`config.mk`:
```
export PLATFORM = sky130hd
export DESIGN_NAME = core_bus_arbiter_flat
export DESIGN_NICKNAME = d
export VERILOG_FILES = /design/src/rtl/core_bus_arbiter_if.sv /design/src/rtl/core_bus_arbiter.sv /design/src/flat_wrapper.sv
export SDC_FILE = /design/constraint.sdc
export NUM_CORES = 1
export LEC_CHECK = 0
export CAP_MARGIN = 10
export CORE_AREA = 2 2 112 114
export DETAILED_ROUTE_END_ITERATION = 8
export DIE_AREA = 0 0 114 116
export PLACE_DENSITY = 0.65
export SYNTH_ARGS = -nofsm -noshare
export SYNTH_HDL_FRONTEND = slang
export SYNTH_SLANG_ARGS = --single-unit
export TNS_END_PERCENT = 1
```
`constraint.sdc`:
```
create_clock -name clk -period 4.3 [get_ports clk]
set_input_delay 0.86 -clock clk [delete_from_list [all_inputs] [get_ports clk]]
set_output_delay 0.86 -clock clk [all_outputs]
set_load 0.05 [all_outputs]
```
`src/rtl/core_bus_arbiter_if.sv`:
```
// rtl/core_bus_arbiter_if.sv - Wishbone bundle for core_bus_arbiter: packed master channels plus the single slave port
interface core_bus_arbiter_if #(
   parameter int NUM_MASTERS = 2,
   parameter int ADDR_W      = 32,
   parameter int DATA_W      = 32
);
   localparam int SEL_W = DATA_W / 8;

   logic [NUM_MASTERS-1:0]        m_cyc;
   logic [NUM_MASTERS-1:0]        m_stb;
   logic [NUM_MASTERS-1:0]        m_we;
   logic [NUM_MASTERS*SEL_W-1:0]  m_sel;
   logic [NUM_MASTERS*ADDR_W-1:0] m_adr;
   logic [NUM_MASTERS*DATA_W-1:0] m_dat_w;
   logic [DATA_W-1:0]             m_dat_r;
   logic [NUM_MASTERS-1:0]        m_ack;
   logic [NUM_MASTERS-1:0]        m_err;
   logic [NUM_MASTERS-1:0]        m_stall;

   logic                          s_cyc;
   logic                          s_stb;
   logic                          s_we;
   logic [SEL_W-1:0]              s_sel;
   logic [ADDR_W-1:0]             s_adr;
   logic [DATA_W-1:0]             s_dat_w;
   logic [DATA_W-1:0]             s_dat_r;
   logic                          s_ack;
   logic                          s_err;
   logic                          s_stall;

   logic [NUM_MASTERS-1:0]        grant;

   // The arbiter is the master of the external bus; the slave view is its environment.
   modport master (
      input  m_cyc, m_stb, m_we, m_sel, m_adr, m_dat_w,
      input  s_dat_r, s_ack, s_err, s_stall,
      output m_dat_r, m_ack, m_err, m_stall,
      output s_cyc, s_stb, s_we, s_sel, s_adr, s_dat_w, grant
   );

   modport slave (
      output m_cyc, m_stb, m_we, m_sel, m_adr, m_dat_w,
      output s_dat_r, s_ack, s_err, s_stall,
      input  m_dat_r, m_ack, m_err, m_stall,
      input  s_cyc, s_stb, s_we, s_sel, s_adr, s_dat_w, grant
   );
endinterface

```
`src/rtl/core_bus_arbiter.sv`:
```
// rtl/core_bus_arbiter.sv - N-master to 1-slave pipelined Wishbone arbiter; CORE_ARB_TIMEOUT_EN adds a slave watchdog
module core_bus_arbiter #(
   parameter int NUM_MASTERS     = 2,
   parameter int ADDR_W          = 32,
   parameter int DATA_W          = 32,
   parameter int ARB_MODE        = 0,
   parameter int MAX_OUTSTANDING = 4,
   parameter int TIMEOUT_CYCLES  = 255
) (
   input  logic               clk,
   input  logic               rst,
   core_bus_arbiter_if.master bus
);
   localparam int SEL_W = DATA_W / 8;
   localparam int PW    = (NUM_MASTERS > 1) ? $clog2(NUM_MASTERS) : 1;
   localparam int OW    = $clog2(MAX_OUTSTANDING + 1);

   typedef enum logic {IDLE, GRANT} state_t;

   state_t                 state_q, state_d;
   logic [NUM_MASTERS-1:0] grant_q, grant_d;
   logic [PW-1:0]          rr_q, rr_d;
   logic [OW-1:0]          out_q, out_d;

   logic [PW-1:0] owner;
   logic [PW-1:0] winner;
   logic          found;
   logic          in_grant, owner_cyc, owner_stb, full;
   logic          issue, retire, release_grant, timeout_hit;

   assign in_grant      = (state_q == GRANT);
   assign owner_cyc     = |(bus.m_cyc & grant_q);
   assign owner_stb     = |(bus.m_stb & grant_q);
   assign full          = (out_q == OW'(MAX_OUTSTANDING));
   assign issue         = bus.s_stb & ~bus.s_stall;
   assign retire        = in_grant & (bus.s_ack | bus.s_err) & (out_q != '0);
   assign release_grant = in_grant & (~owner_cyc | timeout_hit);

   assign bus.s_cyc   = owner_cyc & ~timeout_hit;
   assign bus.s_stb   = owner_cyc & owner_stb & ~full & ~timeout_hit;
   assign bus.m_dat_r = bus.s_dat_r;
   assign bus.grant   = grant_q;

   always_comb begin
      owner = '0;
      for (int i = 0; i < NUM_MASTERS; i++)
         if (grant_q[i]) owner = PW'(i);
   end

   // Round-robin scans upward from the pointer; fixed priority scans from channel 0.
   always_comb begin
      int idx;
      winner = '0;
      found  = 1'b0;
      idx    = 0;
      for (int k = 0; k < NUM_MASTERS; k++) begin
         idx = (ARB_MODE == 1) ? (int'(rr_q) + k) % NUM_MASTERS : k;
         if (!found && bus.m_cyc[idx]) begin
            found  = 1'b1;
            winner = PW'(idx);
         end
      end
   end

   always_comb begin
      state_d = state_q;
      grant_d = grant_q;
      rr_d    = rr_q;
      case (state_q)
         IDLE: begin
            if (found) begin
               state_d = GRANT;
               grant_d = NUM_MASTERS'(1) << winner;
            end
         end
         GRANT: begin
            if (release_grant) begin
               state_d = IDLE;
               grant_d = '0;
               rr_d    = (owner == PW'(NUM_MASTERS - 1)) ? '0 : owner + PW'(1);
            end
         end
         default: begin
            state_d = IDLE;
            grant_d = '0;
         end
      endcase
   end

   // An abort or watchdog release forgets whatever is still in flight.
   always_comb begin
      out_d = out_q;
      if (release_grant)
         out_d = '0;
      else if (issue && !retire)
         out_d = out_q + OW'(1);
      else if (retire && !issue)
         out_d = out_q - OW'(1);
   end

   always_comb begin
      bus.m_stall = '1;
      bus.m_ack   = '0;
      bus.m_err   = '0;
      for (int i = 0; i < NUM_MASTERS; i++) begin
         if (grant_q[i]) begin
            bus.m_stall[i] = bus.s_stall | full | timeout_hit;
            bus.m_ack[i]   = bus.s_ack & ~bus.s_err & ~timeout_hit;
            bus.m_err[i]   = bus.s_err | timeout_hit;
         end
      end
   end

   always_comb begin
      bus.s_we    = 1'b0;
      bus.s_sel   = '0;
      bus.s_adr   = '0;
      bus.s_dat_w = '0;
      for (int i = 0; i < NUM_MASTERS; i++) begin
         if (grant_q[i]) begin
            bus.s_we    = bus.m_we[i];
            bus.s_sel   = bus.m_sel[i*SEL_W +: SEL_W];
            bus.s_adr   = bus.m_adr[i*ADDR_W +: ADDR_W];
            bus.s_dat_w = bus.m_dat_w[i*DATA_W +: DATA_W];
         end
      end
   end

`ifdef CORE_ARB_TIMEOUT_EN
   localparam int WD_W = $clog2(TIMEOUT_CYCLES + 1);

   logic [WD_W-1:0] wd_q;

   assign timeout_hit = in_grant && (out_q != '0) && !(bus.s_ack || bus.s_err) &&
                        (wd_q == WD_W'(TIMEOUT_CYCLES - 1));

   always_ff @(posedge clk or posedge rst) begin
      if (rst)
         wd_q <= '0;
      else if (!in_grant || (out_q == '0) || bus.s_ack || bus.s_err || timeout_hit)
         wd_q <= '0;
      else
         wd_q <= wd_q + WD_W'(1);
   end
`else
   assign timeout_hit = 1'b0;
`endif

   always_ff @(posedge clk or posedge rst) begin
      if (rst) begin
         state_q <= IDLE;
         grant_q <= '0;
         rr_q    <= '0;
         out_q   <= '0;
      end else begin
         state_q <= state_d;
         grant_q <= grant_d;
         rr_q    <= rr_d;
         out_q   <= out_d;
      end
   end
endmodule

```
`src/flat_wrapper.sv`:
```
// flat-port wrapper written by rule: the top's interface ports become plain ports
module core_bus_arbiter_flat 
#(
   parameter int NUM_MASTERS     = 2,
   parameter int ADDR_W          = 32,
   parameter int DATA_W          = 32,
   parameter int ARB_MODE        = 0,
   parameter int MAX_OUTSTANDING = 4,
   parameter int TIMEOUT_CYCLES  = 255
)
  (clk, rst, bus_m_cyc, bus_m_stb, bus_m_we, bus_m_sel, bus_m_adr, bus_m_dat_w, bus_s_dat_r, bus_s_ack, bus_s_err, bus_s_stall, bus_m_dat_r, bus_m_ack, bus_m_err, bus_m_stall, bus_s_cyc, bus_s_stb, bus_s_we, bus_s_sel, bus_s_adr, bus_s_dat_w, bus_grant);
  core_bus_arbiter_if #(.NUM_MASTERS(NUM_MASTERS), .ADDR_W(ADDR_W), .DATA_W(DATA_W)) bus_i ();
  input  logic clk;
  input  logic rst;
  input wire logic [$bits(bus_i.m_cyc)-1:0] bus_m_cyc;
  input wire logic [$bits(bus_i.m_stb)-1:0] bus_m_stb;
  input wire logic [$bits(bus_i.m_we)-1:0] bus_m_we;
  input wire logic [$bits(bus_i.m_sel)-1:0] bus_m_sel;
  input wire logic [$bits(bus_i.m_adr)-1:0] bus_m_adr;
  input wire logic [$bits(bus_i.m_dat_w)-1:0] bus_m_dat_w;
  input wire logic [$bits(bus_i.s_dat_r)-1:0] bus_s_dat_r;
  input wire logic [$bits(bus_i.s_ack)-1:0] bus_s_ack;
  input wire logic [$bits(bus_i.s_err)-1:0] bus_s_err;
  input wire logic [$bits(bus_i.s_stall)-1:0] bus_s_stall;
  output wire logic [$bits(bus_i.m_dat_r)-1:0] bus_m_dat_r;
  output wire logic [$bits(bus_i.m_ack)-1:0] bus_m_ack;
  output wire logic [$bits(bus_i.m_err)-1:0] bus_m_err;
  output wire logic [$bits(bus_i.m_stall)-1:0] bus_m_stall;
  output wire logic [$bits(bus_i.s_cyc)-1:0] bus_s_cyc;
  output wire logic [$bits(bus_i.s_stb)-1:0] bus_s_stb;
  output wire logic [$bits(bus_i.s_we)-1:0] bus_s_we;
  output wire logic [$bits(bus_i.s_sel)-1:0] bus_s_sel;
  output wire logic [$bits(bus_i.s_adr)-1:0] bus_s_adr;
  output wire logic [$bits(bus_i.s_dat_w)-1:0] bus_s_dat_w;
  output wire logic [$bits(bus_i.grant)-1:0] bus_grant;
  assign bus_i.m_cyc = bus_m_cyc;
  assign bus_i.m_stb = bus_m_stb;
  assign bus_i.m_we = bus_m_we;
  assign bus_i.m_sel = bus_m_sel;
  assign bus_i.m_adr = bus_m_adr;
  assign bus_i.m_dat_w = bus_m_dat_w;
  assign bus_i.s_dat_r = bus_s_dat_r;
  assign bus_i.s_ack = bus_s_ack;
  assign bus_i.s_err = bus_s_err;
  assign bus_i.s_stall = bus_s_stall;
  assign bus_m_dat_r = bus_i.m_dat_r;
  assign bus_m_ack = bus_i.m_ack;
  assign bus_m_err = bus_i.m_err;
  assign bus_m_stall = bus_i.m_stall;
  assign bus_s_cyc = bus_i.s_cyc;
  assign bus_s_stb = bus_i.s_stb;
  assign bus_s_we = bus_i.s_we;
  assign bus_s_sel = bus_i.s_sel;
  assign bus_s_adr = bus_i.s_adr;
  assign bus_s_dat_w = bus_i.s_dat_w;
  assign bus_grant = bus_i.grant;
  core_bus_arbiter #(.NUM_MASTERS(NUM_MASTERS), .ADDR_W(ADDR_W), .DATA_W(DATA_W), .ARB_MODE(ARB_MODE), .MAX_OUTSTANDING(MAX_OUTSTANDING), .TIMEOUT_CYCLES(TIMEOUT_CYCLES)) u_core (.clk(clk), .rst(rst), .bus(bus_i));
endmodule
```
# Yosys cells after proc, flatten, opt, wreduce, memory -nomap -nowiden
# Cells that the tools add are included.
# word_totals
ff_bits	6
wordCells	62
# classes
add_sub_neg	2
eq_ne	3
shift	1
muxes	26
n_bitwise	16
n_reduce_logical	11
# op_table
op	n
32-bit 2-to-1 mux	4
1-bit 2-to-1 mux	13
3-bit 2-to-1 mux	3
4-bit 2-to-1 mux	2
1-bit bitwise AND	7
3-bit nonzero test	2
1-bit inverter	5
2-bit bitwise AND	2
2-bit 2-to-1 mux	2
2-bit one-hot mux with 2 select lines	1
2-bit OR reduction	2
3-bit by 1-bit adder with 3-bit output, second input constant	1
3-bit == test, second input constant	1
1-bit logical AND	3
1-bit zero test	3
3-bit by 1-bit subtractor with 3-bit output, second input constant	1
2-bit by 1-bit inequality test with 1-bit output, second input constant	1
2-bit inequality test, second input constant	1
1-bit bitwise OR	2
1-bit one-hot mux with 2 select lines	1
2-bit AND reduction	1
1-bit by 1-bit left shift with 2-bit output, first input constant	1

# Logic depth before layout (Yosys ltp)
# logic_depth
depth_word	10
mapped_depth	10
ltp_nobuf	9

# Worst setup path before layout
# OpenSTA, ideal clock, no wires.
# synth_path
kind	input port to output port
start	input port bus_m_cyc[0]
end	output port bus_s_stb
t_arrival_ps	2151
required_ps	3440
path_slack_ps	1289
path_stages	4
path_cell_list	clkbuf_1 -> a22o_1 -> nand3_1 -> a22oi_1
# synth_between
elab_chain_len	4
# synth_rtl
item	line	rtl
from (decl)	flat_wrapper.sv:15	input wire logic [$bits(bus_i.m_cyc)-1:0] bus_m_cyc;
2-bit bitwise AND	core_bus_arbiter.sv:32	assign owner_cyc = |(bus.m_cyc & grant_q);
2-bit OR reduction	core_bus_arbiter.sv:32	
1-bit bitwise AND (2 in series)	core_bus_arbiter.sv:40	assign bus.s_stb = owner_cyc & owner_stb & ~full & ~timeout_hit;
to (decl)	flat_wrapper.sv:30	output wire logic [$bits(bus_i.s_stb)-1:0] bus_s_stb;
# Every way passes these cells.

# Worst setup path in the final report
# Same ends and word-level chain as after synthesis.

==> run_results.csv <==
group,metric,value,unit
worst_setup_path,cp-start-kind,"primary input",
timing,fin_crit_sh,84.6,%
logic_synthesis,synthArstFlopShare,100,%
floorplan,start_util,11.6,%
clocking,cts_tree,"yes",
timing,setup-violations-final,0,
clocking,clk_pin_slew,30,ps
worst_setup_path,reg2reg_slack,1540,ps
finish,nFillCells,1241,
logic_synthesis,yosysWarnings,0,
worst_setup_path,timing.rr.end,"u_core.out_q[2]",
worst_setup_path,critPathSlowestCell,"clkdlybuf4s50_1",
logic_synthesis,avgSynthCellArea,8.31,sq um
global_route,antenna_found_initial,0,
floorplan,die-area,13200,sq um
global_route,grt.overflow.total,0,
worst_hold_path,hp-start,"u_core.in_grant",
clocking,ctsLongestPathBuffers,2,
drt,routedWlPerCell,17.3,um
global_route,grt_max_degree,45,
clocking,htree_levels,1,
timing,fin_hold_ws,601,ps
timing,skew,0.304,ps
logic_synthesis,synth_flop_cell,"dfrtp_1",
drt,finalWirelength,8600,um
drt,drcViolationCount,0,
worst_setup_path,crit_end,"bus_s_stb",
floorplan,die_x,114,um
logic_synthesis,synth_top_area_share,45.4,%
worst_setup_path,crit_start,"bus_m_cyc[0]",
worst_setup_path,cp-end-kind,"output port",
worst_setup_path,slowest_delay,830,ps
outcome,status,"finished clean",
clocking,cts_made_buffers,3,
timing,fmaxAchievable,0.275,GHz
worst_setup_path,ff2ff_path_depth,9,
logic_synthesis,synth-compound-area-share,50.4,%
logic_synthesis,syn_inst,167,
logic_synthesis,synth-edff-count,0,
clocking,cts_root_buf,"clkbuf_16",
drt,drt_pre_antenna_iters,4,
timing,hold_viol,0,
pwr,power_density,817,nW/um^2
drt,via_count,2079,
floorplan,die_y,116,um
worst_setup_path,crit_path_cell_trace,"clkdlybuf4s50_1 -> a22o_1 -> nand3_1 -> a22oi_1 -> clkdlybuf4s50_1",
drt,drtIter0Drc,168,
global_route,grt_usage,11.4,%
logic_synthesis,synth_fa_ha_area_share,2.34,%
drt,drt.antenna.violating_nets,0,
global_route,grt_pass1_vias,2038,
finish,seq_area,151,sq um
worst_setup_path,r2r_start,"u_core.bus.grant[1]",
logic_synthesis,ys_ff_latch,6,
clocking,postCtsSetupRepairBufs,0,
finish,layout-drive-gt1-share,13.5,%
floorplan,rows,40,
finish,fin_nets,531,
floorplan,ios,290,
finish,area_growth,150,%
clocking,cts_hold_buf,0,
clocking,clkSinkCount,6,
logic_synthesis,syn_area,1390,sq um
worst_hold_path,min-delay-path-class,"flip-flop to flip-flop",
logic_synthesis,syn_nets,348,
worst_setup_path,crit_fanout,8,
worst_setup_path,critical_path_class,"primary input to output port",
flow_run,maxCapViolations,0,
place,gp_congestion,0.754,
finish,diodes,0,
logic_synthesis,synthXorXnorAreaFrac,1.26,%
logic_synthesis,ys_types,25,
worst_setup_path,worstPathArrival,2780,ps
pwr,ir_worst_vdd,454,uV
floorplan,core,11900,sq um
logic_synthesis,synth_area_leaders,"a22o_1 45%, buf_4 17%, dfrtp_1 11%",
timing,setup-tns-final,0,ps
place,hpwl,6970,um
timing,drv_slew,0,
place,port-buffer-count,225,
pwr,power.leakage,1.47,nW
logic_synthesis,synth_top_family_by_area,"compound AO/OA/AOI/OAI gates",
global_route,grt_pass1_wl,11800,um
worst_setup_path,path_common_cell,"clkdlybuf4s50_1",
timing,rsz0062_at_grt,"false",
clocking,clock_latency,230,ps
timing,period_minus_slack,3640,ps
clocking,cts_resized,0,
finish,multi_input_area,870,sq um
drt,viasPerCell,4.19,
worst_setup_path,cp.required,3440,ps
logic_synthesis,yosys.area_share.simple,7.21,%
logic_synthesis,ys_seq_area_share,10.8,%
timing,tightest_slew,724,ps
logic_synthesis,yosys.area.top_type,"a22o_1",
timing,relSlewSlack,51.8,%
logic_synthesis,synth_mux_area_share,1.44,%
where the power goes:
group	total (W)	switching (W)	internal, W
combinational	0.00252	0.00166	0.000856
sequential	0.000162	0.0000823	0.0000800
clock	0.000156	0.0000325	0.000123
total	0.00284	0.00178	0.00106
through the flow:
stage | util (%) | std cells | setup slack, ps | cell area (sq um) | total power [W]
3_3_place_gp | 28.5 | 492 | 686 | 3400 | 0.00268
2_1_floorplan | - | 167 | 1290 | 1390 | 0.00196
5_1_grt | 29.2 | 496 | 553 | 3480 | 0.00294
3_5_place_dp | 28.5 | 492 | 667 | 3400 | 0.00268
6_report | 29.2 | 496 | 663 | 3480 | 0.00284
4_1_cts | 29.2 | 496 | 660 | 3480 | 0.00286
logic make-up after synthesis:
kind of cell / Yosys count
XOR/XNOR: 2
multiplexers: 2
AND/OR/NAND/NOR: 17
buffers and inverters: 54
flip-flops: 6
adder cells (fa/ha/maj): 2
AO/OA/AOI/OAI: 84
sequential cells by signal (all words and copies together), names as in the netlist:
signal and flops:
u_core.out_q 3, u_core.in_grant 1, u_core.bus.grant 2
routing by layer:
metal,GRT usage (%),vias up,part of all wire [%]
li1,-,981,-
met3,2.14,8,9.6
met1,15.0,959,41
met2,20.1,131,49
met4,1.22,0,0.42
met5,0,-,0
worst min path at each step:
stage               slack, ps  cells after the start                  end
finish                    600                      1  u_core.bus.grant[0]
global route              630                      2      u_core.out_q[2]
floorplan                 530                      1  u_core.bus.grant[0]
detailed placement        590                      1  u_core.bus.grant[0]
CTS                       600                      1  u_core.bus.grant[0]
global placement          580                      2      u_core.out_q[1]
placed cells by master (no fill, tap or decap):
cell / Yosys / routed
and2_1: 2 / 2
clkbuf_16: 0 / 3
clkdlybuf4s50_1: 0 / 186
nor2_1: 5 / 5
xor2_1: 2 / 2
a22o_1: 72 / 72
dfrtp_2: 0 / 1
fa_1: 1 / 1
mux2i_1: 2 / 2
buf_4: 32 / 42
nand2_1: 2 / 2
clkbuf_1: 2 / 1
inv_1: 4 / 4
a31oi_1: 1 / 1
dfrtp_1: 6 / 5
o21ai_0: 3 / 3
nor2b_4: 1 / 1
a21oi_1: 5 / 5
a22oi_1: 1 / 1
and3b_1: 2 / 2
a21boi_0: 1 / 1
nand3_1: 1 / 1
and3_1: 2 / 2
or3_1: 2 / 2
o211ai_1: 1 / 1
ha_1: 1 / 1
critical path, delay by kind of cell:
kind | cells | cell delay [ps]
AOI/OAI and AO/OA | 2 | 380
buffers and inverters | 2 | 1440
and+or+nand+nor | 1 | 90
area by class of cell:
class / count / share of cell area [%]
multi-input combinational: 107 / 25.0
inverter: 4 / 0.432
tap: 147 / 5.29
timing repair buffer: 228 / 62.6
sequential: 6 / 4.36
clock buffer: 4 / 2.27
synth_stat cells (2+ instances only):
master    count
dfrtp_1       6
mux2i_1       2
o21ai_0       3
and3_1        2
buf_4        32
a21oi_1       5
xor2_1        2
clkbuf_1      2
and2_1        2
nor2_1        5
a22o_1       72
nand2_1       2
buf_6         4
inv_1         4
buf_2        12
or3_1         2
and3b_1       2
Note: power is estimated with default switching activity, not from simulation.
==> variant 1, RTL diff (config.mk and constraints unchanged) <==
`MAX_OUTSTANDING` is set to 4 in 2 places; all go to 8.
--- a/src/rtl/core_bus_arbiter.sv
+++ b/src/rtl/core_bus_arbiter.sv
@@ -4,7 +4,7 @@
    parameter int ADDR_W          = 32,
    parameter int DATA_W          = 32,
    parameter int ARB_MODE        = 0,
-   parameter int MAX_OUTSTANDING = 4,
+   parameter int MAX_OUTSTANDING = 8,
    parameter int TIMEOUT_CYCLES  = 255
 ) (
    input  logic               clk,
--- a/src/flat_wrapper.sv
+++ b/src/flat_wrapper.sv
@@ -5,7 +5,7 @@
    parameter int ADDR_W          = 32,
    parameter int DATA_W          = 32,
    parameter int ARB_MODE        = 0,
-   parameter int MAX_OUTSTANDING = 4,
+   parameter int MAX_OUTSTANDING = 8,
    parameter int TIMEOUT_CYCLES  = 255
 )
   (clk, rst, bus_m_cyc, bus_m_stb, bus_m_we, bus_m_sel, bus_m_adr, bus_m_dat_w, bus_s_dat_r, bus_s_ack, bus_s_err, bus_s_stall, bus_m_dat_r, bus_m_ack, bus_m_err, bus_m_stall, bus_s_cyc, bus_s_stb, bus_s_we, bus_s_sel, bus_s_adr, bus_s_dat_w, bus_grant);
Formal check against the unedited RTL: not equivalent (a bounded check fails within 10 cycles, from zero or initial values and one cycle with rst high).
==> variant 1 against the original RTL <==
Sequential cell count rose by 1; setup slack lost 0.088 ns; count of clock-buffer cells in the layout did not move; final area increased by 6.0%; power up 11%; routed wire length down 3.1%; register-to-register slack gained 0.14 ns; non-clock buffer count increased by 1; synthesized cell count rose by 8.4%; critical path depth increased by 1; synthesized area is 7.3% higher; largest cell class unchanged; largest power group unchanged; clock skew rose by 0.00071 ns.
==> variant 1: results (changes against the original RTL) <==
Power and ir drop
  – Pleak: 0.00145 µW (-1.3%)
  – Max VDD drop: 0.316 mV (-30%)

Final layout
  – Fillcell total: 1,270 (+2.3%)
  – Final nets: 548 (+3.2%)
  – Share of cells above drive strength 1: 3.30% (-10 points)
  – Max reg flops: 4 (+1)

Drt
  – Iter 0 DRT Violations: 97 (-42%)
  – Via density: 4.27 (+1.8%)
  – First drt pass iteration count: 4 (unchanged)
  – Drt total wl: 8330 µm (-3.1%)

Yosys
  – Post-synthesis cell type count: 29 (+16%)
  – Commonest cells post-synth: a22o_1 (72), buf_4 (32), buf_2 (13)
  – Mapped cell area: 1490 µm² (+7.3%)
  – Top post-synthesis cells by area: a22o_1 (42%), buf_4 (16%), dfrtp_1 (12%)
  – Sequential fraction of the synthesis area: 11.8% (+0.94 points)
  – Net Count, Synth: 364 (+4.6%)
  – Synth Warn #: 0 (unchanged)

Place
  – Gpl congestion: 0.701 (-7.0%)
  – Final HPWL DP: 6900 µm (-1.0%)

Worst setup path
  – Largest stage delay on the critical path: 0.71 ns (-0.12 ns)
  – Largest fanout on the critical path: 6 (-2)
  – Slowest-stage cell, CP: clkdlybuf4s50_1
  – Worst Path Arrival: 2.86 ns (+0.08 ns)

GRT
  – Vias in the first global route: 2,053 (+0.74%)
  – Largest net degree at the start of global routing: 43 (-4.4%)
  – Total GRT Usage: 10.6% (-0.84 points)
  – First-pass GRT wire length: 11,100 µm (-6.5%)

Clock network
  – CTS clk-pin slew, worst paths: roughly 0.040 ns
  – Post-CTS Setup Inserts: 0 (unchanged)

Run status
  – Status: finished clean

STA
  – Worst Clk Skew: 0.00102 ns (+0.000712 ns)
[variant 1: logic make-up (layout without fill, tap and decap cells)]
family | count (synthesis) | count (layout) | share of synthesized area, %
AOI/OAI and AO/OA | 87 | 87 | 49.0
xor gates and xnor gates | 2 | 2 | 1.18
adders and majority gates | 4 | 4 | 3.87
buffers and inverters | 56 | 239 | 25.3
DFF | 7 | 7 | 11.8
and+or+nand+nor | 25 | 25 | 8.91
[variant 1: path summary, 6_finish.rpt]
| kind | to | depth (start not counted) | slack [ns] | from |
|---|---|---|---|---|
| min in group asynchronous | u_core.out_q[3]$_DFFE_PP0P_ | 2 | 0.87 | rst |
| hold reg to reg | u_core.out_q[2]$_DFFE_PP0P_ | 2 | 0.56 | u_core.out_q[2]$_DFFE_PP0P_ |
| setup / recovery | bus_s_stb | 6 | 0.58 | bus_m_cyc[1] |
| setup reg to reg | u_core.out_q[3]$_DFFE_PP0P_ | 10 | 1.68 | u_core.bus.grant[1]$_DFFE_PP0P_ |
| hold / removal | u_core.out_q[2]$_DFFE_PP0P_ | 2 | 0.56 | u_core.out_q[2]$_DFFE_PP0P_ |
| max in group asynchronous | u_core.bus.grant[1]$_DFFE_PP0P_ | 2 | 3.20 | rst |
[variant 1: worst register-to-register path, delay by kind of cell (launching register included)]
kind	cells	cell delay (ns)
simple gates	1	0.17
compound gates	6	1.01
fa+ha+maj	2	0.58
flops	1	0.70
buf+inv	1	0.10
[variant 1: power by group]
part	internal, µW	switching [µW]
sequential	94.1	79.5
combinational	1010	1800
clock	123	36.4
[variant 1: per-layer routing]
metal  up-vias  GRT usage (%)  wire length (µm)
met2       141           18.8              4100
met3        11           3.29               857
li1       1035              -                 -
met4         0           1.71                72
met1       993           12.7              3300
met5         -              0                 0
[variant 1: stage by stage]
| step | cells | setup slack (ns) | hold WS, ns | area (µm²) | util [%] |
|---|---|---|---|---|---|
| 2_1_floorplan | 181 | 1.49 | 0.508 | 1490 | - |
| 3_3_place_gp | 507 | 0.544 | 0.545 | 3610 | 30.3 |
| 3_5_place_dp | 507 | 0.531 | 0.558 | 3610 | 30.3 |
| 4_1_cts | 511 | 0.529 | 0.566 | 3690 | 30.9 |
| 5_1_grt | 511 | 0.482 | 0.631 | 3690 | 30.9 |
| 6_report | 511 | 0.576 | 0.564 | 3690 | 30.9 |
[variant 1: final cells by class]
cell class                      instances  area, µm²  area share [%]
Tap cell                              147        184            4.99
Sequential cell                         7        176            4.79
Timing Repair Buffer                  229       2280            61.9
Inverter                                6       22.5           0.611
Clock buffer                            4       78.8            2.14
Multi-Input combinational cell        118        942            25.6
==> variant 2, RTL diff (same settings) <==
Made on the original files. Build with the macro `CORE_ARB_TIMEOUT_EN` defined.
--- a/src/rtl/core_bus_arbiter.sv
+++ b/src/rtl/core_bus_arbiter.sv
@@ -1,4 +1,6 @@
 // rtl/core_bus_arbiter.sv - N-master to 1-slave pipelined Wishbone arbiter; CORE_ARB_TIMEOUT_EN adds a slave watchdog
+`define CORE_ARB_TIMEOUT_EN
+
 module core_bus_arbiter #(
    parameter int NUM_MASTERS     = 2,
    parameter int ADDR_W          = 32,
Function: same outputs for any inputs over 10 cycles, from zero or initial values and one cycle with rst high; that may be too few to reach the edited logic, so the function may still have changed.
==> variant 2 against the original RTL <==
Cell count rose by 9.1%; hold slack got worse by 0.11 ns; core utilization up 5.1 points; maximum frequency is 4.4% lower; sequential share of layout area is 4.3 points higher; sequential cell count increased by 8; synthesized area up 33%; setup slack worse by 0.17 ns; final area rose by 17%; routed wire length increased by 4.5%; register-to-register slack got worse by 0.05 ns; power down 12%; largest power group unchanged; highest routed layer unchanged.
==> variant 2: results (changes against the original RTL) <==
Run status
  – Status: finished clean

Worst setup path
  – CP delay by family, top: buffers and inverters
  – Largest fanout on the critical path: 7 (-1)
  – Crit path from: bus_s_err
  – Worst Path Arrival: 2.94 ns (+0.16 ns)
  – Largest stage delay on the critical path: 0.73 ns (-0.10 ns)
  – Flop2flop setup slack: 1.49 ns (-0.05 ns)

GRT
  – Largest net degree at the start of global routing: 42 (-6.7%)
  – Vias in the first global route: 2,288 (+12%)
  – Total GRT Usage: 11.8% (+0.40 points)
  – First-pass GRT wire length: 12,300 µm (+3.7%)

Power and ir drop
  – Max VDD drop: 0.274 mV (-40%)
  – Switch share: 57.2% (-5.5 points)
  – Pleak: 0.00159 µW (+8.2%)
  – Comb. pwr: 2120 µW (-16%)
  – Pwr dens: 613 nW/µm² (-25%)
  – Sequential power share: 7.4% (+1.7 points)

Final layout
  – Largest Register: u_core.wd_q
  – Clock buf/inv share: 2.18% (-0.091 points)
  – Non-clk bufs: 231 (+1.3%)
  – Share of cells above drive strength 1: 5.84% (-7.6 points)
  – Area occupied by multi-input gates: 1120 µm² (+29%)
  – Comb_multi_in: 140 (+31%)
  – Final nets: 578 (+8.9%)
  – Inverter count: 5 (+1)
  – Register area: 352 µm² (+130%)
  – Multi-input gate share of total cell area: 27.6% (+2.6 points)
  – Max reg flops: 8 (+5)
  – Fillcell total: 1,233 (-0.64%)
  – Signal buf overhead: 56.7% (-6.0 points)

Yosys
  – Post-synthesis cell type count: 39 (+56%)
  – Top post-synthesis cells by area: a22o_1 (32%), dfrtp_1 (19%), buf_4 (15%)
  – Synth Warn #: 0 (unchanged)
  – Sequential fraction of the synthesis area: 19.0% (+8.2 points)
  – FF+latch count, synth: 14 (+8)
  – Net Count, Synth: 394 (+13%)
  – Syn Inst Count: 211 (+26%)
  – Post-synth top area share: 32.4% (-13 points)
  – Commonest cells post-synth: a22o_1 (68), buf_4 (38), dfrtp_1 (14), nor2_1 (10), buf_2 (8)

Drt
  – Iter 0 DRT Violations: 98 (-42%)
  – Drt total wl: 8980 µm (+4.5%)
  – Via density: 4.46 (+6.3%)
  – WL/cell: 16.6 µm (-4.2%)

STA
  – Worst Clk Skew: 0.00468 ns (+0.00438 ns)
  – Fin Hold WS: 0.493 ns (-0.107 ns)
  – Period utilization: 88.4% (+3.9 points)
  – Slew headroom: 60.2% (+8.5 points)

Clock network
  – CTS clk-pin slew, worst paths: 0.05 ns (+0.02 ns)
  – H-tree depth: 1 (unchanged)

Place
  – Final HPWL DP: 7660 µm (+9.9%)
  – Area of placed instances: 3990 µm² (+17%)
  – Post-place setup slack: 0.485 ns (-0.182 ns)
  – Gpl congestion: 0.772 (+2.4%)

Hold path
  – WHS Endpoint: u_core.wd_q[0]$_DFF_PP0_
  – HP Start: u_core.wd_q[0]$_DFF_PP0_
  – Worst Hold Class: reg -> reg
[variant 2: cell types whose count changed after synthesis, sizes merged, moves of 3 or more]
cell	unedited run	this run
nor2	5	10
clkbuf	2	5
a22o	72	68
nor3	0	4
dfrtp	6	14
nand2	2	7
[variant 2: layer usage]
layer / track usage, % / part of all wire, % / vias up / wire, µm
li1: - / - / 1142 / -
met1: 14.5 / 38 / 1111 / 3380
met2: 21.2 / 53 / 148 / 4730
met3: 3.09 / 9.0 / 10 / 810
met4: 1.79 / 0.62 / 0 / 56
met5: 0 / 0 / - / 0
[variant 2: logic make-up (layout without fill, tap and decap cells)]
kind of cell	Yosys count	in the layout	synth area share, %
XOR/XNOR	5	5	2.38
AND/OR/NAND/NOR	39	39	12.9
adder cells (fa/ha/maj)	4	4	3.13
AO/OA/AOI/OAI	91	91	41.7
buffers and inverters	57	240	20.3
multiplexers	1	1	0.544
flip-flops	14	14	19.0
